File: src/rtl/ps2_scancode_decoder.sv
// ps2_scancode_decoder
//   Turns PS/2 Set-2 scan-code bytes into four sensor flags for the alarm
//   control FSM. Plain make codes set a flag. F0-prefixed break codes clear it.
//   E0-prefixed extended codes are swallowed. If a prefix byte is received and
//   no follow-up byte arrives, a timeout returns the decoder to IDLE.
// Ports
//   clk          in   system clock
//   reset        in   asynchronous, active-low reset
//   rx_done_tick in   one-cycle strobe, dout holds a valid byte
//   dout         in   received PS/2 byte
//   T0/T1/H1/E   out  sensor flags, each high while its key is held
//   code_reg     out  last non-extended make code accepted
//   key_tick     out  one-cycle strobe per decoded make or break
module ps2_scancode_decoder #(
  parameter logic [7:0] KEY_T0         = 8'h16,
  parameter logic [7:0] KEY_T1         = 8'h1E,
  parameter logic [7:0] KEY_H1         = 8'h33,
  parameter logic [7:0] KEY_E          = 8'h24,
  parameter logic [7:0] KEY_CLR        = 8'h76,
  parameter int         TIMEOUT_CYCLES = 5_000_000
) (
  input  logic       clk,
  input  logic       reset,
  input  logic       rx_done_tick,
  input  logic [7:0] dout,
  output logic       T0,
  output logic       T1,
  output logic       H1,
  output logic       E,
  output logic [7:0] code_reg,
  output logic       key_tick
);

  localparam int CNT_W = (TIMEOUT_CYCLES > 1) ? $clog2(TIMEOUT_CYCLES) : 1;
  localparam logic [CNT_W-1:0] CNT_MAX = CNT_W'(TIMEOUT_CYCLES - 1);
  localparam logic [7:0] BYTE_BRK = 8'hF0;
  localparam logic [7:0] BYTE_EXT = 8'hE0;

  typedef enum logic [1:0] {IDLE, BRK, EXT, EXT_BRK} state_t;

  state_t           state_q, state_d;
  logic [CNT_W-1:0] cnt_q, cnt_d;
  logic [3:0]       flags_q, flags_d;   // {T0, T1, H1, E}
  logic [7:0]       code_q, code_d;
  logic             tick_q, tick_d;

  // One-hot flag position for a scan code; zero for codes that drive no flag.
  function automatic logic [3:0] key_mask(input logic [7:0] b);
    logic [3:0] m;
    m = 4'b0000;
    if (b == KEY_T0) m[3] = 1'b1;
    if (b == KEY_T1) m[2] = 1'b1;
    if (b == KEY_H1) m[1] = 1'b1;
    if (b == KEY_E)  m[0] = 1'b1;
    return m;
  endfunction

  always_comb begin
    state_d = state_q;
    cnt_d   = '0;
    flags_d = flags_q;
    code_d  = code_q;
    tick_d  = 1'b0;
    case (state_q)
      IDLE: begin
        if (rx_done_tick) begin
          if (dout == BYTE_BRK) begin
            state_d = BRK;
          end else if (dout == BYTE_EXT) begin
            state_d = EXT;
          end else begin
            code_d = dout;
            tick_d = 1'b1;
            if (dout == KEY_CLR) flags_d = 4'b0000;
            else                 flags_d = flags_q | key_mask(dout);
          end
        end
      end
      BRK: begin
        if (rx_done_tick) begin
          state_d = IDLE;
          // A second prefix here is malformed; drop it without a tick.
          if (dout != BYTE_BRK && dout != BYTE_EXT) begin
            tick_d  = 1'b1;
            flags_d = flags_q & ~key_mask(dout);
          end
        end
      end
      EXT: begin
        if (rx_done_tick) state_d = (dout == BYTE_BRK) ? EXT_BRK : IDLE;
      end
      EXT_BRK: begin
        if (rx_done_tick) state_d = IDLE;
      end
      default: state_d = IDLE;
    endcase

    // A byte always beats an expiring timeout, so only idle cycles count.
    if (state_q != IDLE && !rx_done_tick) begin
      if (cnt_q == CNT_MAX) state_d = IDLE;
      else                  cnt_d   = cnt_q + 1'b1;
    end
  end

  always_ff @(posedge clk or negedge reset) begin
    if (!reset) begin
      state_q <= IDLE;
      cnt_q   <= '0;
      flags_q <= 4'b0000;
      code_q  <= 8'h00;
      tick_q  <= 1'b0;
    end else begin
      state_q <= state_d;
      cnt_q   <= cnt_d;
      flags_q <= flags_d;
      code_q  <= code_d;
      tick_q  <= tick_d;
    end
  end

  assign T0       = flags_q[3];
  assign T1       = flags_q[2];
  assign H1       = flags_q[1];
  assign E        = flags_q[0];
  assign code_reg = code_q;
  assign key_tick = tick_q;

endmodule

File: config.mk
export PLATFORM = sky130hd
export DESIGN_NAME = ps2_scancode_decoder
export DESIGN_NICKNAME = d
export VERILOG_FILES = /design/src/rtl/ps2_scancode_decoder.sv
export SDC_FILE = /design/constraint.sdc
export NUM_CORES = 1
export LEC_CHECK = 0
export ABC_AREA = 0
export ABC_CLOCK_PERIOD_IN_PS = 2270
export CORE_UTILIZATION = 45
export CTS_CLUSTER_SIZE = 20
export DETAILED_ROUTE_END_ITERATION = 10
export GPL_TIMING_DRIVEN = 1
export MAX_ROUTING_LAYER = met4
export PLACE_DENSITY = 0.78
export SLEW_MARGIN = 20
export SYNTH_ARGS = -nofsm -noshare
export SYNTH_HDL_FRONTEND = slang
export SYNTH_SLANG_ARGS = --single-unit
File: constraint.sdc
create_clock -name clk -period 2.27 [get_ports clk]
set_input_delay 0.454 -clock clk [delete_from_list [all_inputs] [get_ports clk]]
set_output_delay 0.454 -clock clk [all_outputs]
set_load 0.005 [all_outputs]
==> results.yml, run 1 <==
clock_tree:
  cts_tree: "built"
  cts_buffers: 5
  ctsLongestPathBuffers: 2
  worstSkewPairLatency_ns: 0.30
  cts-root-buf: "clkbuf_8"
  cts_max_level: 2
  clock-sinks: 38
  clk_pin_slew_ns: 0.08
timing:
  clock.fmax_mhz: 479
  finalClockSkew_ns: 0.00868
  setup_viol: 0
  period_needed_ns: 2.09
  hold_viol: 0
  tns_ns: 0
  tightest_slew_ns: 0.811
  period_share_pct: 92.0
  rsz0062_at_grt: "false"
  slew_headroom_pct: 45.9
  slew_violations: 0
global_route:
  grt_pass1_vias: 1448
  grt_use_met2_pct: 34.3
  grt-ovfl-total: 0
  grt_busiest_layer: "met2"
  antenna_found_initial: 0
  track_usage_pct: 21.2
  globalRouteMet1Util_pct: 25.2
  grt_pass1_wl_mm: 6.67
  grt_max_degree: 39
  grt_util_met3_pct: 6.21
critical_path:
  cp.arrival_ns: 2.26
  worstSetupStartpoint: "cnt_q[10]"
  cp-start-kind: "flip-flop"
  rrSetupSlack_ns: 0.18
  worst_setup_path_end_kind: "flip-flop"
  critPathKind: "flip-flop to flip-flop"
  reg2reg_depth: 5
  crit_fanout: 11
  required_ns: 2.44
  r2r_end: "cnt_q[20]"
  r2r_start: "cnt_q[10]"
final_layout:
  stdcell_area_um2: 2320
  nets: 227
  nFillCells: 322
  largest_reg_flops: 23
  layout.cells.non_filler: 264
  mostFrequentLayoutCell: "dfrtp_1"
  diodes: 0
  drive_gt1_share_pct: 13.0
  most-common-layout-cells: "dfrtp_1, clkdlybuf4s50_1, nor2_1, a21oi_1, buf_4"
  seq_area_um2: 951
  multi_input_area_um2: 865
  area_growth_syn_to_layout_pct: 24.6
routing:
  ant_nets: 0
  detail_route.wl_per_cell_um: 14.3
  viasPerCell: 5.62
  dr.pass1.iters: 4
  totalWireLength_mm: 3.76
  first_iter_violations: 86
  vias: 1484
  drc: 0
yosys:
  synth_area_leader_cell: "dfrtp_1"
  synthCells: 179
  synth_nets: 191
  ys_warn_count: 0
  synth_edf_count: 0
  synth_top_area_share_pct: 51.2
  synth_area_per_cell_um2: 10.4
  ys_seq_area_share_pct: 51.2
  synth_area_leaders: "dfrtp_1, xnor2_1, nor2_1"
  netlist_area_um2: 1860
  synthFlopType: "dfrtp_1"
  ys_ff_latch: 38
  synthDistinctLibCells: 38
  synthArstFlopShare_pct: 100
die:
  pin_count: 24
  start_util_pct: 48.9
  fp-row-count: 22
  core_um2: 3800
  die_w_um: 66.3
  die_y_um: 66.3
  dieArea_um2: 4390
power_and_ir_drop:
  p_sw_share_pct: 22.2
  total_power_mw: 1.41
  power_density_nw_per_um2: 611
  seq_power_share_pct: 50.2
  p_sw_uw: 314
  static-leakage-power_nw: 0.883
  pwr-share-comb_pct: 9.0
  p_clk_share_pct: 40.8
  peakVddDrop_mv: 0.544
  p_int_mw: 1.10
min_path:
  worst_hold_path_type: "input pin to asynchronous set/reset pin"
placed_design:
  dpl-instance-area_um2: 2200
  port_buffers: 23
  hpwl_mm: 2.72
  routabilityCongestion: 0.796
  dp_cells: 256
status:
  status: "complete, no violations"
run:
  drv_cap: 0
## per-layer routing
metal	share of wire, %	routed length (µm)
met2	50	1870
met3	3.5	132
met1	45	1710
met4	1.3	50
met5	0	0
## metrics by stage
stage          setup WS [ns]  util (%)  hold slack, ns
2_1_floorplan          0.308         -           0.158
3_3_place_gp         -0.0589      57.9           0.467
3_5_place_dp          -0.110      57.9           0.475
4_1_cts                0.120      60.9           0.274
5_1_grt               0.0603      61.0           0.312
6_report               0.183      61.0           0.242
## worst max-delay path by stage
| stage | endpoint | depth (start not counted) |
|---|---|---|
| 6_report | cnt_q[20] | 5 |
| 5_1_grt | cnt_q[12] | 5 |
| 4_1_cts | cnt_q[20] | 5 |
| 3_5_place_dp | code_reg[1] | 5 |
| 3_3_place_gp | code_reg[4] | 5 |
| 2_1_floorplan | cnt_q[10] | 5 |
## power groups by stage
stage	Combinational, mW	Sequential (mW)	Clock (mW)
6_report	0.128	0.710	0.577
5_1_grt	0.140	0.713	0.622
3_3_place_gp	0.126	0.724	0
3_5_place_dp	0.129	0.724	0
4_1_cts	0.130	0.711	0.595
2_1_floorplan	0.0320	0.724	0
## cell families (layout without fill, tap and decap cells)
| family | Yosys count | count (layout) | share of synthesized area, % |
|---|---|---|---|
| AO/OA/AOI/OAI | 31 | 31 | 10.8 |
| XOR/XNOR | 12 | 12 | 5.66 |
| adder cells (fa/ha/maj) | 1 | 1 | 0.673 |
| buffers and inverters | 11 | 48 | 2.49 |
| AND/OR/NAND/NOR | 78 | 78 | 24.4 |
| multiplexers | 8 | 8 | 4.85 |
| flip-flops | 38 | 38 | 51.2 |
## Yosys cell counts, types with 2 or more instances
cell type  number
mux2_1          5
and3_1          2
or4_1           7
nor3_1          6
o31ai_1         3
nand3_1         9
dfrtp_1        38
a21oi_1        12
xnor2_1         9
mux2_2          3
nor4_1          4
or3_1           8
o21ai_0         7
or4b_1          4
nand2_1         9
xor2_1          3
inv_1           7
buf_2           4
a311oi_1        3
nor2_1         18
## what timing repair did
action,CTS,global route
resized for setup,0,1
buffers inserted,0,0
endpoints found under the setup margin,0,2
hold buffers,0,0
hold endpoints to repair,0,0
## layout make-up
| class | instances | share of cell area [%] |
|---|---|---|
| multi-input cells | 130 | 37.3 |
| clock buffers | 5 | 2.97 |
| inverters | 7 | 1.13 |
| well taps | 48 | 2.59 |
| clock inverters | 3 | 1.94 |
| flip-flops and latches | 38 | 41.1 |
| repair buffers | 33 | 13.0 |
## critical path: stages (launching register included)
cell	delay (ns)
dfrtp_1	0.42
or4_1	0.52
or4_1	0.47
o221ai_2	0.26
buf_4	0.23
a21oi_1	0.06
Power figures use the tool's default switching activity.
==> run 2: changes to the inputs <==
CORE_MARGIN = 1   (was unset)
==> results of run 2 <==
Final layout, timing and power as in run 1 (identical DEF).
